$ cat config.mk
export PLATFORM = sky130hd
export DESIGN_NAME = cam_init_sequencer
export DESIGN_NICKNAME = d
export VERILOG_FILES = /design/src/rtl/cam_init_sequencer.sv
export SDC_FILE = /design/constraint.sdc
export NUM_CORES = 1
export LEC_CHECK = 0
export BUFFER_PORTS_ARGS = -buffer_cell sky130_fd_sc_hd__buf_2
export CAP_MARGIN = 20
export CORE_MARGIN = 2
export CORE_UTILIZATION = 55
export CTS_CLUSTER_DIAMETER = 200
export DETAILED_ROUTE_END_ITERATION = 8
export GPL_ROUTABILITY_DRIVEN = 0
export PLACE_DENSITY = 0.78
export SETUP_SLACK_MARGIN = 0.02
export SLEW_MARGIN = 15
export SYNTH_ARGS = -nofsm -noshare
export SYNTH_HDL_FRONTEND = slang
export SYNTH_SLANG_ARGS = --single-unit
$ cat constraint.sdc
create_clock -name clk_i -period 9.1 [get_ports clk_i]
set_clock_uncertainty 0.15 [all_clocks]
set_input_delay 1.82 -clock clk_i [delete_from_list [all_inputs] [get_ports clk_i]]
set_output_delay 1.82 -clock clk_i [all_outputs]
set_load 0.02 [all_outputs]
$ cat src/rtl/cam_init_sequencer.sv
// -----------------------------------------------------------------------------
// cam_init_sequencer
//
// Power-up and register-load sequencer for the camera sensor. On start it
// releases sensor power-down, holds the sensor in reset for RST_MS ticks,
// waits SETTLE_MS ticks, then walks a configuration ROM issuing one SCCB
// register write per entry. ROM word 16'hFFFF ends the table and 16'hF0nn
// inserts an nn-tick pause. Completion is flagged on done_o.
//
// Ports:
//   clk_i        system clock
//   rst_i        asynchronous active-high reset
//   tick_ms_i    1 ms strobe from the clock divider (one cycle wide)
//   start_i      launches the sequence (ignored while busy_o)
//   rom_addr_o   configuration ROM address (registered)
//   rom_data_i   ROM word {reg_addr, reg_val}, combinational from rom_addr_o
//   wr_valid_o   write request to the SCCB master
//   wr_addr_o    sensor register address, stable while wr_valid_o
//   wr_data_o    sensor register value, stable while wr_valid_o
//   wr_ready_i   SCCB master accepts the request
//   cam_pwdn_o   sensor power-down, active-high
//   cam_rst_n_o  sensor reset, active-low
//   busy_o       sequence in progress
//   done_o       all entries loaded; held until next start or reset
// -----------------------------------------------------------------------------
module cam_init_sequencer #(
    parameter int RST_MS    = 10,
    parameter int SETTLE_MS = 20,
    parameter int ADDR_W    = 8
) (
    input  logic              clk_i,
    input  logic              rst_i,
    input  logic              tick_ms_i,
    input  logic              start_i,
    output logic [ADDR_W-1:0] rom_addr_o,
    input  logic [15:0]       rom_data_i,
    output logic              wr_valid_o,
    output logic [7:0]        wr_addr_o,
    output logic [7:0]        wr_data_o,
    input  logic              wr_ready_i,
    output logic              cam_pwdn_o,
    output logic              cam_rst_n_o,
    output logic              busy_o,
    output logic              done_o
);

    typedef enum logic [2:0] {
        S_IDLE,
        S_PWRUP,
        S_SETTLE,
        S_FETCH,
        S_WRITE,
        S_DELAY,
        S_FIN
    } state_t;

    localparam logic [15:0]       RST_T     = 16'(RST_MS);
    localparam logic [15:0]       SETTLE_T  = 16'(SETTLE_MS);
    localparam logic [ADDR_W-1:0] ADDR_LAST = '1;

    state_t state_q, state_d;

    logic [15:0]       cnt_q, cnt_d;
    logic [7:0]        dly_q, dly_d;
    logic [ADDR_W-1:0] rom_addr_q, rom_addr_d;
    logic              wr_valid_q, wr_valid_d;
    logic [7:0]        wr_addr_q, wr_addr_d;
    logic [7:0]        wr_data_q, wr_data_d;
    logic              pwdn_q, pwdn_d;
    logic              rstn_q, rstn_d;
    logic              busy_q, busy_d;
    logic              done_q, done_d;

    logic [15:0] target;
    logic        counting;
    logic        cnt_hit;
    logic        is_end;
    logic        is_dly;
    logic        accept;
    logic        last_entry;

    assign is_end     = (rom_data_i == 16'hFFFF);
    assign is_dly     = (rom_data_i[15:8] == 8'hF0);
    assign accept     = wr_valid_q & wr_ready_i;
    assign last_entry = (rom_addr_q == ADDR_LAST);

    // Tick target for whichever timed state is active.
    always_comb begin
        target   = 16'd0;
        counting = 1'b0;
        case (state_q)
            S_PWRUP:  begin target = RST_T;          counting = 1'b1; end
            S_SETTLE: begin target = SETTLE_T;       counting = 1'b1; end
            S_DELAY:  begin target = {8'h00, dly_q}; counting = 1'b1; end
            default:  begin target = 16'd0;          counting = 1'b0; end
        endcase
    end

    // A zero target exits after one cycle; otherwise exit on the edge that
    // samples the Nth tick.
    assign cnt_hit = (target == 16'd0) || (tick_ms_i && ((cnt_q + 16'd1) == target));

    // State register
    always_ff @(posedge clk_i or posedge rst_i) begin
        if (rst_i) begin
            state_q <= S_IDLE;
        end else begin
            state_q <= state_d;
        end
    end

    // Next-state logic
    always_comb begin
        state_d = state_q;
        case (state_q)
            S_IDLE: begin
                if (start_i) state_d = S_PWRUP;
            end
            S_PWRUP: begin
                if (cnt_hit) state_d = S_SETTLE;
            end
            S_SETTLE: begin
                if (cnt_hit) state_d = S_FETCH;
            end
            S_FETCH: begin
                if (is_end)      state_d = S_FIN;
                else if (is_dly) state_d = S_DELAY;
                else             state_d = S_WRITE;
            end
            S_WRITE: begin
                if (accept) state_d = last_entry ? S_FIN : S_FETCH;
            end
            S_DELAY: begin
                if (cnt_hit) state_d = last_entry ? S_FIN : S_FETCH;
            end
            S_FIN: begin
                state_d = S_IDLE;
            end
            default: begin
                state_d = S_IDLE;
            end
        endcase
    end

    // Output / datapath next-state logic
    always_comb begin
        rom_addr_d = rom_addr_q;
        dly_d      = dly_q;
        wr_valid_d = wr_valid_q;
        wr_addr_d  = wr_addr_q;
        wr_data_d  = wr_data_q;
        pwdn_d     = pwdn_q;
        rstn_d     = rstn_q;
        busy_d     = busy_q;
        done_d     = done_q;

        // Counter clears outside timed states and on every exit from one.
        cnt_d = 16'd0;
        if (counting && !cnt_hit) begin
            cnt_d = tick_ms_i ? (cnt_q + 16'd1) : cnt_q;
        end

        case (state_q)
            S_IDLE: begin
                if (start_i) begin
                    pwdn_d     = 1'b0;
                    rstn_d     = 1'b0;
                    busy_d     = 1'b1;
                    done_d     = 1'b0;
                    rom_addr_d = '0;
                end
            end
            S_PWRUP: begin
                if (cnt_hit) rstn_d = 1'b1;
            end
            S_SETTLE: begin
                if (cnt_hit) rom_addr_d = '0;
            end
            S_FETCH: begin
                if (is_end) begin
                    dly_d = dly_q;
                end else if (is_dly) begin
                    dly_d = rom_data_i[7:0];
                end else begin
                    wr_addr_d  = rom_data_i[15:8];
                    wr_data_d  = rom_data_i[7:0];
                    wr_valid_d = 1'b1;
                end
            end
            S_WRITE: begin
                if (accept) begin
                    wr_valid_d = 1'b0;
                    // Natural wrap takes the address back to 0 after the last entry.
                    rom_addr_d = rom_addr_q + 1'b1;
                end
            end
            S_DELAY: begin
                if (cnt_hit) rom_addr_d = rom_addr_q + 1'b1;
            end
            S_FIN: begin
                busy_d = 1'b0;
                done_d = 1'b1;
            end
            default: begin
                busy_d = busy_q;
            end
        endcase
    end

    // Datapath / output registers
    always_ff @(posedge clk_i or posedge rst_i) begin
        if (rst_i) begin
            cnt_q      <= 16'd0;
            dly_q      <= 8'd0;
            rom_addr_q <= '0;
            wr_valid_q <= 1'b0;
            wr_addr_q  <= 8'd0;
            wr_data_q  <= 8'd0;
            pwdn_q     <= 1'b1;
            rstn_q     <= 1'b0;
            busy_q     <= 1'b0;
            done_q     <= 1'b0;
        end else begin
            cnt_q      <= cnt_d;
            dly_q      <= dly_d;
            rom_addr_q <= rom_addr_d;
            wr_valid_q <= wr_valid_d;
            wr_addr_q  <= wr_addr_d;
            wr_data_q  <= wr_data_d;
            pwdn_q     <= pwdn_d;
            rstn_q     <= rstn_d;
            busy_q     <= busy_d;
            done_q     <= done_d;
        end
    end

    assign rom_addr_o  = rom_addr_q;
    assign wr_valid_o  = wr_valid_q;
    assign wr_addr_o   = wr_addr_q;
    assign wr_data_o   = wr_data_q;
    assign cam_pwdn_o  = pwdn_q;
    assign cam_rst_n_o = rstn_q;
    assign busy_o      = busy_q;
    assign done_o      = done_q;

endmodule

# Word-level counts from Yosys, hierarchy flattened
# Cells that the tools add are included.
[classes] mux=28 n_reduce_logical=19 eq_ne=18 addsub=2 bitwise=3
[op_table] cell="16-bit 2-to-1 mux" n=2
[op_table] cell="8-bit 2-to-1 mux" n=4
[op_table] cell="8-bit one-hot mux with 4 select lines" n=1
[op_table] cell="8-bit one-hot mux with 3 select lines" n=1
[op_table] cell="3-bit 2-to-1 mux" n=6
[op_table] cell="3-bit one-hot mux with 6 select lines" n=1
[op_table] cell="16-bit by 1-bit adder with 16-bit output (second input constant)" n=1
[op_table] cell="16-bit == test" n=1
[op_table] cell="16-bit == test (second input constant)" n=1
[op_table] cell="8-bit == test (second input constant)" n=2
[op_table] cell="16-bit logical NOT" n=1
[op_table] cell="2-bit != test (second input constant)" n=8
[op_table] cell="5-bit AND reduction" n=2
[op_table] cell="3-bit == test (second input constant)" n=3
[op_table] cell="3-bit AND reduction" n=3
[op_table] cell="8-bit by 1-bit adder with 8-bit output (second input constant)" n=1
[op_table] cell="1-bit 2-to-1 mux" n=8
[op_table] cell="1-bit one-hot mux with 2 select lines" n=4
[op_table] cell="3-bit by 2-bit == test with 1-bit output (second input constant)" n=2
[op_table] cell="2-bit nonzero test" n=3
[op_table] cell="2-bit AND reduction" n=2
[op_table] cell="4-bit AND reduction" n=1
[op_table] cell="4-bit nonzero test" n=1
[op_table] cell="3-bit by 1-bit == test with 1-bit output (second input constant)" n=1
[op_table] cell="other kinds (8)" n=10
[totals] register_bits=56 wordCells=81 output_inout_bits=29

# Logic depth before layout (Yosys ltp)
# Gate-level depths: netlist (run 1).
[depth] word_depth=8 mapped_depth=10 depth_no_buf=9

# Worst setup path before layout (run 1)
# Ideal clock, no wire load.
[synth_path] kind="input port to flip-flop" startpoint="input rom_data_i[14]" endpoint="register wr_addr_q[0] (netlist: wr_addr_o[0])" path_buffers=2 path_stages=7 slack_ns=5.494 arrival_ns=3.331 required_time_ns=8.825 cell_sequence="nand4_1 -> o41ai_1 -> nor3b_1 -> nor2b_1 -> clkbuf_1 -> buf_1 -> mux2_2"
[synth_between] elab_chain_len=3
[synth_lines] item="start: declaration" line_no="36" source="input logic [15:0] rom_data_i,"
[synth_lines] item="16-bit == test or 8-bit == test (tied branches)" line_no="82, 83"
[synth_lines] item="1-bit inverter (no line)"
[synth_lines] item="3-bit AND reduction (no line) (*)"
[synth_lines] item="end signal: assignment" line_no="228" source="wr_addr_q <= wr_addr_d;"
[synth_lines] item="end: declaration" line_no="67" source="logic [7:0] wr_addr_q, wr_addr_d;"
# Mark *: on every way between the ends. The rest lies on a longest branch, timed or not.
# A chain may end at the register's enable or synchronous reset.

# Final worst setup path (run 1)
[layout_path] startpoint="register cnt_q[0]" endpoint="register state_q[2]"
[layout_between] elab_chain_len=6
[layout_lines] item="start: declaration" line_no="63" source="logic [15:0] cnt_q, cnt_d;"
[layout_lines] item="start signal: assignment" line_no="224" source="cnt_q <= cnt_d;"
[layout_lines] item="16-bit by 1-bit adder with 16-bit output (*)" line_no="101" source="assign cnt_hit = (target == 16'd0) || (tick_ms_i && ((cnt_q + 16'd1) == target));"
[layout_lines] item="16-bit == test (*)" line_no="101"
[layout_lines] item="1-bit logical AND (*)" line_no="101"
[layout_lines] item="1-bit logical OR (*)" line_no="101"
[layout_lines] item="2-bit != test (no line)"
[layout_lines] item="5-bit AND reduction (no line) (*)"
[layout_lines] item="end signal: assignment" line_no="108" source="state_q <= state_d;"
[layout_lines] item="end: declaration" line_no="61" source="state_t state_q, state_d;"
# Marked as above.

==> flow_summary.ini, run 1 <==
[run_status]
status = complete, no violations

[placed_design]
port-buffer-count = 49
dp.cells = 430
dp_hpwl_mm = 4.67
placed_cell_area_um2 = 3470
place_ws_ns = 5.03

[power_and_ir_drop]
p_per_area_nw_per_um2 = 268
p_int_w = 0.000553
p_clk_share_pct = 14.6
ir_drop_mv = 0.187
p_leak_nw = 1.57
switching_power_w = 0.000399
combPwrFrac_pct = 44.4
seqPwrFrac_pct = 41.0
switching_share_pct = 41.9

[worst_setup_path]
cp-start-kind = register
cp.arrival_ns = 3.87
r2r-start = cnt_q[0]$_DFFE_PP0P_
required_ns = 9.17
slowest_delay_ns = 0.71
r2r_setup_slack_ns = 5.30
r2r-end = state_q[2]$_DFFE_PP0P_
crit_fanout = 22
reg2reg_depth = 9
worst_setup_path_end_kind = register
critPathKind = register to register
crit_path_top_delay_cell = o22ai_2
worstPathCellList = ha_1 -> and3_1 -> a311oi_1 -> a41oi_1 -> or4_1 -> or4_4 -> o22ai_2 -> a21oi_1 -> a31o_2

[finish]
final_cell_mix = dfrtp_1, buf_2, nor2_1
fillers = 456
regArea_um2 = 1400
final_cells = 438
layout-drive-gt1-share_pct = 25.1
diodes = 0
nets = 388
mostFrequentLayoutCell = dfrtp_1
design_area_um2 = 3560
area_delta_synth_final_pct = 10.1
multi_input_area_um2 = 1690

[die]
initial_core_util_pct = 58.0
die_w_um = 80.7
num_rows = 27
die_h_um = 80.7
fp.dieArea_um2 = 6510
pin_count = 50
core_um2 = 5570

[clock_tree]
cts_tree = yes
cts_sinks = 56
cts_buffers = 5
cts_hold_buf = 0
clkLatencyLatePin_ns = 0.32
cts-resized-gates = 0
cts-root-buf = clkbuf_8
cts_htree_levels = 2
clk_path_buf_depth = 2
path_clk_slew_ns = 0.11
cts_setup_buffers = 0

[sta]
drv_slew = 0
rsz0062_at_grt = false
setup_slack_ns = 5.30
period_share_pct = 41.8
finalHoldViolCount = 0
hold_slack_ns = 0.344
tightestPinTransition_ns = 0.942
fmax_ghz = 0.263
slew_headroom_pct = 37.2
final.setup.tns_ns = 0
setup_violations = 0
fin_crit_ns = 3.80

[synthesis]
synth-seq-cells = 56
synth_cell_types = 60
synth_warnings = 0
yosys.area.top_type_share_pct = 42.6
ys_async_sr_fraction_pct = 100
synth_ff_type = dfrtp_1
netlist_area_um2 = 3230
synthCells = 330
yosys.area.top_type = dfrtp_1
syn_avg_cell_area_um2 = 9.79
synthTopCellsByArea = dfrtp_1, mux2_2, nor2_1
synth_edf_count = 0
syn_nets = 353
yosysSeqAreaShare_pct = 43.4

[flow_run]
cap_violations = 0

[grt]
track_usage_pct = 22.2
grt_pass1_vias = 2389
antenna_found_initial = 0
grt_remaining_overflow = 0
grt_pass1_wl_mm = 11.4
grt_start_max_net_pins = 57

[worst_hold_path]
hp-start = cam_pwdn_o$_DFFE_PP1P_
hold_depth = 1
hold_class = register to register
whs_endpoint = cam_pwdn_o$_DFFE_PP1P_

[detailed_routing]
drcViolationCount = 0
wirelength_mm = 6.63
vias = 2611
first_iter_violations = 202
dr.pass1.iters = 4
vias_per_cell = 5.96
postRouteAntennaNets = 0
wl_per_cell_um = 15.1
flip-flops by register name, indices dropped and copies added, names as in the netlist:
name	cells
dly_q	8
busy_o	1
wr_addr_o	8
done_o	1
wr_data_o	8
state_q	3
cam_pwdn_o	1
cnt_q	16
cam_rst_n_o	1
rom_addr_o	8
wr_valid_o	1
cell type report:
type                            instances  area share [%]
Multi-Input combinational cell        244            47.6
Tap cell                               72            2.53
Inverter                                7           0.738
Timing Repair Buffer                   51            7.31
Clock inverter                          2           0.387
Sequential cell                        56            39.4
Clock buffer                            6            2.04
how the worst max path moves through the flow:
stage                               startpoint                  endpoint  slack (ns)
after floorplan                 rom_data_i[14]  wr_addr_o[0]$_DFFE_PP0P_        5.49
after global placement               tick_ms_i    state_q[2]$_DFFE_PP0P_        5.08
after detailed placement             tick_ms_i    state_q[2]$_DFFE_PP0P_        5.03
after CTS                 cnt_q[0]$_DFFE_PP0P_    state_q[2]$_DFFE_PP0P_        5.33
after global routing      cnt_q[0]$_DFFE_PP0P_    state_q[2]$_DFFE_PP0P_        5.10
final                     cnt_q[0]$_DFFE_PP0P_    state_q[2]$_DFFE_PP0P_        5.30
Yosys cell counts (all sizes together) (5+ instances only):
cell and number:
dfrtp 55, nor2 35, mux2 23, o21ai 16, nand2 15, xor2 15
nand3 14, buf 13, and3 11, xnor2 11, clkbuf 10, nand4 9
a21oi 8, o22a 8, a211oi 7, inv 7, nor2b 5, nor3 5
layer usage:
| layer | track usage [%] | up-vias | part of all wire [%] |
|---|---|---|---|
| li1 | - | 1265 | - |
| met1 | 32.7 | 1266 | 49 |
| met2 | 33.6 | 72 | 45 |
| met3 | 3.93 | 8 | 5.0 |
| met4 | 6.61 | 0 | 1.3 |
| met5 | 0 | - | 0 |
critical path, delay by kind of cell (launching register included):
family	cells	cell delay, ns
adders and majority gates	1	0.31
DFF	1	0.49
AOI/OAI and AO/OA	5	1.51
and+or+nand+nor	3	1.25
stage by stage:
step	util, %	power, W
final	63.9	0.000952
after global routing	63.9	0.00101
after CTS	63.9	0.000958
after detailed placement	62.3	0.000818
after global placement	62.3	0.000808
after floorplan	-	0.000706
power groups by stage:
stage          Clock [W]  Sequential, W  Combinational, W
4_1_cts         0.000142       0.000390          0.000426
6_report        0.000139       0.000390          0.000423
3_5_place_dp           0       0.000393          0.000425
5_1_grt         0.000149       0.000403          0.000462
3_3_place_gp           0       0.000392          0.000416
2_1_floorplan          0       0.000423          0.000283
cell families (layout without fill, tap and decap cells):
kind of cell / count (synthesis) / after routing / synth area share, %
mux: 27 / 27 / 9.25
compound gates: 59 / 59 / 12.9
buf+inv: 30 / 66 / 4.18
fa+ha+maj: 2 / 2 / 0.774
flops: 56 / 56 / 43.4
simple gates: 130 / 130 / 22.4
xor+xnor: 26 / 26 / 7.05
(Power assumes the default switching activity.)
==> run 2, diff against run 1 <==
Settings changed: ABC_AREA set to 1, PLACE_DENSITY 0.78 to 0.77.
Clock period 9.1 ns to 3.8 ns, I/O delays scaled along.
==> run 2 against run 1 <==
Against the previous run: register-to-register slack got worse by 4.0 ns; hold slack got worse by 0.067 ns; largest power group unchanged; non-clock buffer count is the same; critical path depth is 4 higher; critical path type unchanged.
==> flow_summary.ini, run 2 <==
[power_and_ir_drop]
p_per_area_nw_per_um2 = 653
ir_drop_mv = 0.345
fin_total_pwr_w = 0.00242
p_leak_nw = 1.92

[clock_tree]
path_clk_slew_ns = 0.11
clkLatencyLatePin_ns = 0.33
cts_tree = yes
cts-resized-gates = 0
cts_hold_buf = 0
cts_setup_buffers = 0
cts_buffers = 5
clk_path_buf_depth = 2
cts_sinks = 56
cts-root-buf = clkbuf_8
cts_htree_levels = 2

[detailed_routing]
wl_per_cell_um = 12.0
wirelength_mm = 7.13
dr.pass1.iters = 4
first_iter_violations = 183
vias = 3076
postRouteAntennaNets = 0
vias_per_cell = 5.17
drcViolationCount = 0

[finish]
final_cell_mix = nand2_1, inv_1, dfrtp_1
utilization_pct = 63.0
final_cells = 595
mostFrequentLayoutCell = nand2_1
nets = 542
layout-drive-gt1-share_pct = 16.3
area_delta_synth_final_pct = 11.7
largest_register_ffs = 16
top_register = cnt_q
fillers = 558
diodes = 0

[die]
pin_count = 50
num_rows = 28
die_w_um = 81.7
die_h_um = 81.7
fp.dieArea_um2 = 6670
initial_core_util_pct = 56.4
core_um2 = 5890

[worst_setup_path]
crit_fanout = 21
critPathKind = register to register
worst_setup_path_end_kind = register
required_ns = 3.87
cp-start-kind = register
cp.arrival_ns = 2.53
reg2reg_depth = 13

[synthesis]
yosysMostFrequentCell = nand2_1
yosysSeqAreaShare_pct = 42.2
ys_async_sr_fraction_pct = 100
synthTopCellsByArea = dfrtp_1, nand2_1, inv_1
synth_edf_count = 0
synth_ff_type = dfrtp_1
synth_warnings = 0
yosys.area.top_type_share_pct = 41.4
synth-seq-cells = 56
synthCells = 472
syn_nets = 495
syn_avg_cell_area_um2 = 7.04
synth_common_cells = nand2_1, inv_1, dfrtp_1, nor2_1, o21ai_0
yosys.area.top_type = dfrtp_1
synth_cell_types = 31
netlist_area_um2 = 3320

[sta]
fmax_ghz = 0.406
finalHoldViolCount = 0
tightestPinTransition_ns = 0.706
drv_slew = 0
fin_crit_ns = 2.47
final.setup.tns_ns = 0
rsz0062_at_grt = false
slew_headroom_pct = 52.8
setup_violations = 0
hold_slack_ns = 0.277
period_share_pct = 64.9

[flow_run]
cap_violations = 0

[grt]
grt_pass1_vias = 2805
grt_remaining_overflow = 0
antenna_found_initial = 0
grt_start_max_net_pins = 37
track_usage_pct = 23.4
grt_pass1_wl_mm = 12.3

[run_status]
status = complete, no violations

[worst_hold_path]
hold_class = primary input to asynchronous set/reset pin

[placed_design]
port-buffer-count = 49
dp_hpwl_mm = 5.43
dp.cells = 586
## run 2: worst paths after layout
check | startpoint | end | slack (ns)
max in group asynchronous | rst_i | cam_pwdn_o$_DFFE_PP1P_ | 2.38
max reg2reg | cnt_q[1]$_DFFE_PP0P_ | state_q[0]$_DFFE_PP0P_ | 1.33
min in group clk_i | cam_pwdn_o$_DFFE_PP1P_ | cam_pwdn_o$_DFFE_PP1P_ | 0.31
max | cnt_q[1]$_DFFE_PP0P_ | state_q[0]$_DFFE_PP0P_ | 1.33
min reg2reg | cam_pwdn_o$_DFFE_PP1P_ | cam_pwdn_o$_DFFE_PP1P_ | 0.31
min | rst_i | cnt_q[14]$_DFFE_PP0P_ | 0.28
## run 2: cell type report
type	instances	area, um^2	share of cell area [%]
clock buffers	5	68.8	1.85
clock inverters	3	22.5	0.607
well taps	75	93.8	2.53
multi-input cells	339	1610	43.3
repair buffers	51	268	7.22
flip-flops and latches	56	1400	37.8
inverters	66	248	6.68
## run 2: worst max-delay path, stage by stage, from the launching register on
cell      delay [ns]
dfrtp_1         0.45
ha_1            0.26
nand3_1         0.15
clkinv_1        0.18
nand2_1         0.10
nand2_1         0.05
nand2_1         0.07
nand2_1         0.07
nor3_2          0.26
nand3_4         0.14
nand2_4         0.23
nand2_1         0.13
nand2_1         0.07
o21ai_1         0.06
## run 2: layer usage
layer,GRT usage [%],vias to the layer above,wire (um)
met2,38.7,76,3310
met1,32.5,1402,3440
li1,-,1589,-
met4,5.50,0,87
met5,0,-,0
met3,3.63,9,294
## run 2: kinds of logic (layout without fill, tap and decap cells)
logic type	count (synthesis)	count (layout)	share of synthesized area, %
buffers and inverters	77	125	9.38
and+or+nand+nor	279	279	38.7
adders and majority gates	2	2	0.753
DFF	56	56	42.2
AOI/OAI and AO/OA	57	57	8.70
xor gates and xnor gates	1	1	0.264
## run 2: stage by stage
| stage | setup WS (ns) | instance area [um^2] |
|---|---|---|
| global placement | 1.09 | 3600 |
| detailed placement | 0.919 | 3600 |
| CTS | 0.977 | 3690 |
| global route | 1.05 | 3710 |
| finish | 1.33 | 3710 |
| floorplan | 1.52 | 3320 |
## run 2: power breakdown
| part | switching (W) | total (W) | internal [W] |
|---|---|---|---|
| clock network | 0.000212 | 0.000344 | 0.000133 |
| registers | 0.000182 | 0.000959 | 0.000777 |
| logic | 0.000763 | 0.00112 | 0.000357 |
==> run 3, diff against run 2 <==
Clock period 3.8 ns to 2.4 ns, I/O delays scaled along.
==> run 3 against run 2 <==
Against the previous run: sequential power rose by 60%; highest routed layer unchanged; critical endpoint is now rom_addr_o[7]$_DFFE_PP0P_; combinational power increased by 73%; first-iteration DRC count increased by 3.8%; largest cell class unchanged; clock power rose by 62%; critical path depth is 1 higher; non-clock buffer count grew 4; utilization increased by 1.6 points; die area did not move; global-route usage grew 0.40 points.
==> flow_summary.ini, run 3 (synthesis results as in run 2) <==
[power_and_ir_drop]
p_per_area_nw_per_um2 = 1060
seqPwrFrac_pct = 38.0
ir_drop_mv = 0.615
fin_total_pwr_w = 0.00403
p_int_w = 0.00213
p_clk_share_pct = 13.9
switching_share_pct = 47.1
p_leak_nw = 1.96
switching_power_w = 0.00190
combPwrFrac_pct = 48.1

[worst_setup_path]
critPathBufInv = 1
crit_fanout = 8
worst_setup_path_end_kind = register
crit_family = simple AND/OR/NAND/NOR gates
cp.arrival_ns = 2.33
slowest_delay_ns = 0.44
cp-start-kind = register
worstPathCellList = ha_2 -> nand3_2 -> nor2_4 -> buf_4 -> nand2_1 -> nand2_1 -> nand2_1 -> nand2_1 -> nor3_2 -> nand3_4 -> nand3_4 -> nand2_4 -> nand2_1 -> nand2_1
path_common_cell = nand2_1
critPathKind = register to register
crit_path_top_delay_cell = dfrtp_1
required_ns = 2.46

[finish]
top_register = cnt_q
nets = 547
area_delta_synth_final_pct = 14.5
diodes = 0
final_cell_mix = nand2_1, inv_1, dfrtp_1
utilization_pct = 64.6
regArea_um2 = 1410
multi_input_area_um2 = 1630
layout-drive-gt1-share_pct = 18.7
fillers = 497
largest_register_ffs = 16
design_area_um2 = 3800
mostFrequentLayoutCell = nand2_1

[clock_tree]
clk_path_buf_depth = 2
cts_tree = yes
clkLatencyLatePin_ns = 0.32
cts_htree_levels = 2
cts_sinks = 56
path_clk_slew_ns = 0.10
cts-root-buf = clkbuf_8
cts_buffers = 5

[grt]
grt_remaining_overflow = 0
grt_pass1_vias = 2733
track_usage_pct = 23.8
grt_start_max_net_pins = 57
antenna_found_initial = 0
grt_pass1_wl_mm = 12.4

[placed_design]
placed_cell_area_um2 = 3660
port-buffer-count = 49
dp_hpwl_mm = 5.45

[detailed_routing]
wirelength_mm = 7.54
dr.pass1.iters = 5
drcViolationCount = 0
wl_per_cell_um = 12.6
postRouteAntennaNets = 0
vias = 3171
vias_per_cell = 5.29
first_iter_violations = 190

[sta]
drv_slew = 0
rsz0062_at_grt = false
tightestPinTransition_ns = 0.662
final.setup.tns_ns = 0
fmax_ghz = 0.440
setup_violations = 0
period_share_pct = 94.7
fin_crit_ns = 2.27
finalHoldViolCount = 0
slew_headroom_pct = 55.7

[die]
pin_count = 50
initial_core_util_pct = 56.4
core_um2 = 5890
die_h_um = 81.7
num_rows = 28
fp.dieArea_um2 = 6670
die_w_um = 81.7

[flow_run]
cap_violations = 0

[run_status]
status = complete, no violations

[worst_hold_path]
hold_class = primary input to asynchronous set/reset pin
==> run 3: cell count changes in the layout (fill, tap and decap cells not counted), moves of 2 or more <==
cell	change
buf_4	+2
buf_12	+3
dfrtp_2	+4
dfrtp_1	-4
nor2_1	-2
==> run 3: worst register-to-register path, cell delays in order (launching register included) <==
cell and delay (ns):
dfrtp_1 0.44, ha_2 0.23, nand3_2 0.12, nor2_4 0.06, buf_4 0.13, nand2_1 0.05
nand2_1 0.05, nand2_1 0.07, nand2_1 0.08, nor3_2 0.25, nand3_4 0.15, nand3_4 0.12
nand2_4 0.09, nand2_1 0.09, nand2_1 0.07
==> run 3: final cells by class <==
class	instances	share of cell area, %
sequential	56	37.0
timing repair buffer	55	8.62
multi-input combinational	340	42.8
clock inverter	2	0.362
inverter	66	6.52
tap	75	2.47
clock buffer	6	2.17
==> run 3: repair_timing <==
action,4_1_cts,5_1_grt
resized for setup,0,9
setup buffers,0,2
hold buffers,0,0
endpoints found under the setup margin,0,26
==> run 3: power groups by stage <==
stage | sequential, W | clock [W] | combinational, W
finish | 0.00153 | 0.000558 | 0.00194
global route | 0.00157 | 0.000605 | 0.00217
CTS | 0.00152 | 0.000567 | 0.00189
floorplan | 0.00165 | 0 | 0.00124
detailed placement | 0.00152 | 0 | 0.00189
global placement | 0.00152 | 0 | 0.00183
==> run 3: through the flow <==
step | std cells | setup slack (ns) | hold slack [ns]
floorplan | 472 | 0.350 | 0.303
global placement | 589 | 0.203 | 0.291
detailed placement | 589 | 0.138 | 0.298
CTS | 597 | 0.123 | 0.0621
global route | 600 | 0.00746 | 0.0745
finish | 600 | 0.126 | 0.0469
==> run 3: worst paths after layout <==
kind                                        start                         to  slack, ns  cells past startpoint
min in group clk_i                 rom_data_i[14]   wr_addr_o[6]$_DFFE_PP0P_       0.26                      3
hold reg to reg            cam_pwdn_o$_DFFE_PP1P_     cam_pwdn_o$_DFFE_PP1P_       0.31                      2
setup / recovery             cnt_q[0]$_DFFE_PP0P_  rom_addr_o[7]$_DFFE_PP0P_       0.13                     14
max in group asynchronous                   rst_i     cam_pwdn_o$_DFFE_PP1P_       1.75                      3
setup reg to reg             cnt_q[0]$_DFFE_PP0P_  rom_addr_o[7]$_DFFE_PP0P_       0.13                     14
hold / removal                              rst_i      cnt_q[13]$_DFFE_PP0P_       0.05                      3
==> run 3: routing by layer <==
layer	part of all wire, %	track usage, %
met5	0	0
met4	0.60	4.83
met3	6.3	3.96
met2	48	39.0
met1	45	33.6
